File: config.mk
export PLATFORM = sky130hd
export DESIGN_NAME = panel_update_scheduler
export DESIGN_NICKNAME = d
export VERILOG_FILES = /design/src/rtl/panel_update_scheduler.sv
export SDC_FILE = /design/constraint.sdc
export NUM_CORES = 1
export LEC_CHECK = 0
export CAP_MARGIN = 20
export CORE_AREA = 2 2 115 117
export CTS_CLUSTER_SIZE = 24
export DETAILED_ROUTE_END_ITERATION = 10
export DIE_AREA = 0 0 117 119
export GPL_TIMING_DRIVEN = 0
export PLACE_DENSITY = 0.84
export SYNTH_ARGS = -nofsm -noshare
export SYNTH_HDL_FRONTEND = slang
export SYNTH_SLANG_ARGS = --single-unit
export TNS_END_PERCENT = 5
File: constraint.sdc
create_clock -name CLOCK_50 -period 2.88 [get_ports CLOCK_50]
set_clock_uncertainty 0.1 [all_clocks]
set_input_delay 0.576 -clock CLOCK_50 [delete_from_list [all_inputs] [get_ports CLOCK_50]]
set_output_delay 0.576 -clock CLOCK_50 [all_outputs]
set_load 0.02 [all_outputs]
File: src/rtl/panel_update_scheduler.sv
// Panel update scheduler: round-robin capture of requester values into per-panel shadows,
// committed to the display side only at frame start. Macro STALE_TIMEOUT_EN adds stale flags.
module panel_update_scheduler #(
  parameter int NUM_PANELS = 4,
  parameter int DATA_W     = 16
`ifdef STALE_TIMEOUT_EN
  ,parameter int TIMEOUT_FRAMES = 60
`endif
) (
  input  logic                         CLOCK_50,
  input  logic                         RESET_N,
  input  logic                         VGA_VS,
  input  logic [NUM_PANELS-1:0]        req_valid,
  input  logic [NUM_PANELS*DATA_W-1:0] req_data,
  output logic [NUM_PANELS-1:0]        req_ready,
  output logic [NUM_PANELS*DATA_W-1:0] panel_value,
  output logic [NUM_PANELS-1:0]        panel_updated,
  output logic                         frame_commit,
  output logic [NUM_PANELS-1:0]        panel_stale
);

  localparam int PTR_W = (NUM_PANELS > 1) ? $clog2(NUM_PANELS) : 1;

  typedef enum logic [1:0] {ARB, XFER, COMMIT} state_t;

  state_t                       state_q, state_d;
  logic [PTR_W-1:0]             rrPtr_q, rrPtr_d;
  logic [PTR_W-1:0]             gnt_q, gnt_d;
  logic [NUM_PANELS-1:0]        reqReady_q, reqReady_d;
  logic [NUM_PANELS-1:0]        pend_q, pend_d;
  logic [NUM_PANELS-1:0]        panelUpdated_q, panelUpdated_d;
  logic [NUM_PANELS*DATA_W-1:0] shadow_q, shadow_d;
  logic [NUM_PANELS*DATA_W-1:0] panelValue_q, panelValue_d;
  logic                         commitPend_q, commitPend_d;
  logic                         frameCommit_q, frameCommit_d;
  logic                         vs0_q, vs1_q;
  logic                         vsFall, doCommit;
  logic [PTR_W-1:0]             upIdx, anyIdx, grantIdx;
  logic                         upFound, grantFound;

  assign vsFall   = vs1_q & ~vs0_q;
  assign doCommit = (state_q == ARB) && commitPend_q;

  // First valid index above the pointer wins; otherwise wrap to the lowest valid index.
  always_comb begin
    upIdx      = '0;
    anyIdx     = '0;
    upFound    = 1'b0;
    grantFound = |req_valid;
    for (int i = NUM_PANELS - 1; i >= 0; i--) begin
      if (req_valid[i]) begin
        anyIdx = PTR_W'(i);
        if (i > int'(rrPtr_q)) begin
          upIdx   = PTR_W'(i);
          upFound = 1'b1;
        end
      end
    end
    grantIdx = upFound ? upIdx : anyIdx;
  end

  always_comb begin
    state_d        = state_q;
    rrPtr_d        = rrPtr_q;
    gnt_d          = gnt_q;
    reqReady_d     = '0;
    pend_d         = pend_q;
    shadow_d       = shadow_q;
    panelValue_d   = panelValue_q;
    panelUpdated_d = '0;
    frameCommit_d  = 1'b0;
    commitPend_d   = commitPend_q | vsFall;
    unique case (state_q)
      ARB: begin
        if (commitPend_q) begin
          // A fall seen on this very edge belongs to the next frame, so it re-arms the flag.
          state_d        = COMMIT;
          commitPend_d   = vsFall;
          frameCommit_d  = 1'b1;
          panelUpdated_d = pend_q;
          pend_d         = '0;
          for (int i = 0; i < NUM_PANELS; i++) begin
            if (pend_q[i]) panelValue_d[i*DATA_W +: DATA_W] = shadow_q[i*DATA_W +: DATA_W];
          end
        end else if (grantFound) begin
          state_d = XFER;
          gnt_d   = grantIdx;
          for (int i = 0; i < NUM_PANELS; i++) reqReady_d[i] = (grantIdx == PTR_W'(i));
        end
      end
      XFER: begin
        state_d = ARB;
        for (int i = 0; i < NUM_PANELS; i++) begin
          if ((gnt_q == PTR_W'(i)) && req_valid[i]) begin
            shadow_d[i*DATA_W +: DATA_W] = req_data[i*DATA_W +: DATA_W];
            pend_d[i] = 1'b1;
            rrPtr_d   = gnt_q;
          end
        end
      end
      COMMIT:  state_d = ARB;
      default: state_d = ARB;
    endcase
  end

  always_ff @(posedge CLOCK_50) begin
    if (!RESET_N) begin
      state_q        <= ARB;
      rrPtr_q        <= PTR_W'(NUM_PANELS - 1);
      gnt_q          <= '0;
      reqReady_q     <= '0;
      pend_q         <= '0;
      shadow_q       <= '0;
      panelValue_q   <= '0;
      panelUpdated_q <= '0;
      frameCommit_q  <= 1'b0;
      commitPend_q   <= 1'b0;
      vs0_q          <= 1'b1;
      vs1_q          <= 1'b1;
    end else begin
      state_q        <= state_d;
      rrPtr_q        <= rrPtr_d;
      gnt_q          <= gnt_d;
      reqReady_q     <= reqReady_d;
      pend_q         <= pend_d;
      shadow_q       <= shadow_d;
      panelValue_q   <= panelValue_d;
      panelUpdated_q <= panelUpdated_d;
      frameCommit_q  <= frameCommit_d;
      commitPend_q   <= commitPend_d;
      vs0_q          <= VGA_VS;
      vs1_q          <= vs0_q;
    end
  end

  assign req_ready     = reqReady_q;
  assign panel_value   = panelValue_q;
  assign panel_updated = panelUpdated_q;
  assign frame_commit  = frameCommit_q;

`ifdef STALE_TIMEOUT_EN
  localparam int CNT_W = $clog2(TIMEOUT_FRAMES + 1);

  logic [CNT_W-1:0]      staleCnt_q [NUM_PANELS];
  logic [CNT_W-1:0]      staleCnt_d [NUM_PANELS];
  logic [NUM_PANELS-1:0] stale_q, stale_d;

  // Counts frames since the last commit of each panel, saturating at the timeout.
  always_comb begin
    stale_d = stale_q;
    for (int i = 0; i < NUM_PANELS; i++) begin
      staleCnt_d[i] = staleCnt_q[i];
      if (doCommit) begin
        if (pend_q[i]) begin
          staleCnt_d[i] = '0;
        end else if (staleCnt_q[i] != CNT_W'(TIMEOUT_FRAMES)) begin
          staleCnt_d[i] = staleCnt_q[i] + 1'b1;
        end
        stale_d[i] = (staleCnt_d[i] == CNT_W'(TIMEOUT_FRAMES));
      end
    end
  end

  always_ff @(posedge CLOCK_50) begin
    if (!RESET_N) begin
      stale_q <= '0;
      for (int i = 0; i < NUM_PANELS; i++) staleCnt_q[i] <= '0;
    end else begin
      stale_q <= stale_d;
      for (int i = 0; i < NUM_PANELS; i++) staleCnt_q[i] <= staleCnt_d[i];
    end
  end

  assign panel_stale = stale_q;
`else
  assign panel_stale = '0;
`endif

endmodule

* Word-level counts from Yosys, hierarchy flattened
Index checks and enable logic that the tools add are counted.
Storage, ports and cells: memory bits (read-only) 0, latch bits 0, input port bits 71, word-level logic and storage cells 105, flip-flop bits (word level) 150, RAM bits 0, memories 0
Operators by class: add/subtract/negate cells 0, bitwise gates (word level) 7, multipliers 0, $lt $le $gt $ge 3, equal/unequal tests 12, divide/modulo/power cells 0, multiplexer cells 32, shift-type cells 0, reduce and logical (&&, ||, !) cells 29
Operator list (count):
- 2-bit two-way mux | 17
- 3-bit AND reduction | 10
- 1-bit two-way mux | 13
- 2-bit AND reduction | 6
- 2-bit != test, second input constant | 5
- 2-bit equality test, second input constant | 4
- 4-bit one-hot mux with 2 select lines | 1
- 4-bit OR reduction | 2
- 2-bit by 1-bit equality test with 1-bit output, second input constant | 3
- 2-bit zero test | 3
- 1-bit inverter | 5
- 2-bit > comparator, first input constant | 2
- 1-bit logical AND | 4
- 4-bit two-way mux | 1
- 2-bit nonzero test | 2
- 4-bit nonzero test | 1
- 3-bit OR reduction | 1
- 1-bit by 2-bit > comparator with 1-bit output, first input constant | 1
- 1-bit AND | 1
- 1-bit OR | 1

* Longest topological paths before layout
word-level depth 9, gate-level depth with buffers 7

* Worst setup path after synthesis
OpenSTA, ideal clock, no wires.
path type reg-to-reg, from register state_q[0], to register shadow_q[10], data required time 2.664 ns, setup time 0.116 ns, path buffers 3, stages on the path, launching flop included 8, arrival 1.620 ns, slack 1.043 ns, cell sequence dfxtp_1 or3b_1 buf_2 or3b_1 buf_2 buf_6 nand2_1 a21boi_1
Between the ends: word-level cells in the longest chain between the ends 2
Ends and longest elaborated chain:
- start: declaration | RTL line 26 | state_t state_q, state_d;
- start signal: assignment | RTL line 121 | state_q <= state_d;
- 2-bit by 1-bit equality test with 1-bit output | RTL line 73 | unique case (state_q)
- 2-bit AND reduction (no line)
- end signal: assignment | RTL line 126 | shadow_q <= shadow_d;
- end: declaration | RTL line 32 | logic [NUM_PANELS*DATA_W-1:0] shadow_q, shadow_d;
No other way between the ends. A chain may end at the register's enable or synchronous reset.

* Worst setup path after layout
from register commitPend_q, to register panelValue_q[18], in the netlist panel_value[18]
Between the ends: word-level cells in the longest chain between the ends 1
Ends and longest elaborated chain:
- start: declaration | RTL line 34 | logic commitPend_q, commitPend_d;
- start signal: assignment | RTL line 130 | commitPend_q <= commitPend_d;
- 3-bit AND reduction (no line)
- end signal: assignment | RTL line 127 | panelValue_q <= panelValue_d;
- end: declaration | RTL line 33 | logic [NUM_PANELS*DATA_W-1:0] panelValue_q, panelValue_d;
No other way between the ends.

==> impl_metrics.ini <==
[outcome]
result_of_the_run = finished, final reports clean

[drt]
met3RoutedLength_um = 723
vias_per_cell = 4.638
antenna_violating_nets_post_route = 0
drt-met1-wl_um = 5917
overall_routed_net_length_um = 12750
drtPass1Iterations = 4
detail_route.drc_violations = 0
top_layer_used = met4
met2_length_um = 5930
wl_per_cell_um = 13.10
via_count = 4513
drt_iter0_drc = 235

[timing]
fmaxAchievable_mhz = 444.8
maxSlewHeadroom_pct = 62.63
setup_viol = 0
max_slew.worst_pin.slew_ns = 0.5605
rsz0062_at_grt = no
min_tclk_post_route_ns = 2.248
post-route-period-util_pct = 78.06
final_hold_viols = 0
final.setup.tns_ns = 0
finalMaxSlewViolations = 0

[clock_tree]
clk_root_buffer_cell = sky130_fd_sc_hd__clkbuf_16
clk_path_buf_depth = 2
htreeDepth = 4
cts_num_sinks = 150
cts_tree = built
worstSkewPairLatency_ns = 0.40
tritoncts.num_buffers = 17
clk_pin_slew_worst_paths_ns = 0.06
postCtsSetupRepairBufs = 0
cts.repair.resized = 0
ctsHoldBuffers = 0

[synth]
synth.ff_latch_count = 150
number_of_distinct_library_cells_after_synthesis = 33
postSynthCellCount = 620
ys_top_cells_by_count = sky130_fd_sc_hd__nand2_1, sky130_fd_sc_hd__dfxtp_1, sky130_fd_sc_hd__a21boi_0
share_of_synthesized_flip_flops_with_an_asynchronous_set_or_reset_pct = 0
netlist_area_um2 = 5628
post-synth-top-count-cell = sky130_fd_sc_hd__nand2_1
number_of_enable_flip_flop_cells_after_synthesis = 0
avgSynthCellArea_um2 = 9.077
synth_ff_type = sky130_fd_sc_hd__dfxtp_1
synth-seq-area-share_pct = 53.36
yosysTopAreaCell = sky130_fd_sc_hd__dfxtp_1
synthDominantCellAreaShare_pct = 53.36
yosys-top-cells-area = sky130_fd_sc_hd__dfxtp_1, sky130_fd_sc_hd__nand2_1, sky130_fd_sc_hd__a21boi_0, sky130_fd_sc_hd__mux2i_1, sky130_fd_sc_hd__nor2b_1
total_number_of_yosys_warnings = 0

[grt]
grt_pass1_vias = 4166
maximum_number_of_pins_on_one_net_before_global_route_repair = 17
grt_overflow_total = 0
grtUsageTotal_pct = 18.54
number_of_antenna_violations_at_the_first_check_in_global_routing = 0
global_route_wire_length_before_repair_um = 20190

[power_and_ir_drop]
power.internal_w = 0.003844
power.share.clock_pct = 49.3
share_seq_of_total_power_pct = 44.3
power_density_relative_to_cell_area_nw_per_um2 = 606.2
total_power_w = 0.004804
comb_power_share_pct = 6.4
vdd_ir_drop_max_mv = 0.3672
total_switching_power_w = 0.0009599
standby_leakage_power_nw = 2.696
switching_share_pct = 19.98

[flow_run]
timing.max_cap.violations = 0

[setup_path]
setup.worst_path.end_class = flip-flop
crit_path_max_fanout = 10
worst_ep_required_time_ns = 3.10
reg2regPathDepth = 7
setup.worst_path.start_class = flip-flop
timing.rr.start = commitPend_q
data_arrival_time_of_the_critical_path_ns = 2.47
timing_worst_setup_path_type = flip-flop to flip-flop
r2r_setup_slack_ns = 0.63
r2r_path_end = panel_value[18]

[hold_path]
timing.hold.worst.class = flip-flop to flip-flop
worstHoldPathCells = 1
hold-path-endpoint = vs1_q
hold_path_startpoint = vs0_q

[placement]
finalWeightedCongestion = 0.7952
dpl.hpwl_um = 9136
count_of_buffers_from_port_buffering = 142

[cells_and_area]
insertedDiodeCount = 0
fillers = 1142
design.final.nets = 855
area_occupied_by_multi_input_gates_um2 = 2426
layout-drive-gt1-share_pct = 6.775
layout.area.seq_um2 = 3003
area_growth_pct = 40.82

[floorplan]
top_level_ports = 148
die_area_um2 = 13920
die_y_um = 119
initial_core_util_pct = 43.71
dieWidth_um = 117
placement_rows = 42
core_area_um2 = 12870
## cell families (layout without fill, tap and decap cells)
group	Yosys count	after routing	synth area share, %
AND/OR/NAND/NOR	275	275	21.68
flip-flops	150	150	53.36
AO/OA/AOI/OAI	113	113	14.94
buffers and inverters	46	220	3.735
multiplexers	35	35	6.225
other	1	4	0.06663
## power groups by stage
stage	logic (W)	registers [W]	clock network, W
finish	0.000306	0.00213	0.00237
global route	0.000335	0.00213	0.00251
CTS	0.000309	0.00213	0.00242
detailed placement	0.000308	0.00218	0
global placement	0.000305	0.00217	0
floorplan	0.000151	0.00218	0
## worst max-delay path, stage by stage (launching register included)
cell,delay (ns)
sky130_fd_sc_hd__dfxtp_1,0.40
sky130_fd_sc_hd__nor3b_1,0.41
sky130_fd_sc_hd__buf_2,0.31
sky130_fd_sc_hd__and2_1,0.15
sky130_fd_sc_hd__clkbuf_1,0.26
sky130_fd_sc_hd__buf_2,0.28
sky130_fd_sc_hd__nand2_1,0.08
sky130_fd_sc_hd__a21boi_0,0.18
## through the flow
step	std cells	utilization, %	cell area, um^2	hold WS, ns	setup slack [ns]
after floorplan	623	-	5639	0.3013	1.043
after global placement	941	56.55	7281	0.3119	0.2245
after detailed placement	941	56.55	7281	0.3111	0.2601
after CTS	973	61.55	7925	0.3256	0.6119
after global routing	973	61.55	7925	0.3473	0.3997
final	973	61.55	7925	0.3206	0.6319
## registers in the layout, summed over array words and instances (netlist names)
signal	count
commitPend_q	1
frame_commit	1
gnt_q	2
panel_updated	4
panel_value	64
pend_q	4
req_ready	4
rrPtr_q	2
shadow_q	64
state_q	2
vs0_q	1
vs1_q	1
## layout make-up
class,count,area share [%]
multi-input combinational,427,30.61
buffer,44,2.558
timing repair buffer,142,17.93
clock buffer,24,6.331
clock inverter,8,1.800
sequential,150,37.89
tap,176,2.779
inverter,2,0.09473
## cells in the final DEF, fill, tap and decap left out, drive strengths merged
master	netlist	layout
or2	1	1
a2111oi	1	1
o21ai	4	4
nor3	1	1
buf	17	17
o211a	1	1
nand3	1	1
nand2b	3	3
clkdlybuf4s50	0	142
and2	5	5
a221oi	1	1
nor2b	38	38
mux2i	35	35
and3	7	7
dfxtp	150	150
or3b	3	3
nand3b	1	1
bufinv	0	4
inv	2	2
o221a	1	1
o32a	1	1
a21oi	5	5
nor3b	4	4
a21boi	97	97
nor2	9	9
o22ai	2	2
nand2	202	202
conb	1	4
clkinvlp	0	1
clkinv	0	3
clkbuf	27	51
## how the worst max path moves through the flow
stage	startpoint	endpoint	slack, ns	cells past startpoint
global route	commitPend_q	panel_value[18]	0.40	7
detailed placement	req_valid[3]	shadow_q[63]	0.26	6
floorplan	state_q[0]	shadow_q[10]	1.04	7
finish	commitPend_q	panel_value[18]	0.63	7
global placement	req_valid[2]	shadow_q[45]	0.22	7
CTS	commitPend_q	panel_value[18]	0.61	7
## metal layers
| metal | GRT usage [%] | vias up |
|---|---|---|
| li1 | - | 2341 |
| met1 | 23.90 | 2042 |
| met2 | 29.99 | 116 |
| met3 | 4.936 | 14 |
| met4 | 6.176 | 0 |
| met5 | 0 | - |
Power figures use the tool's default switching activity.
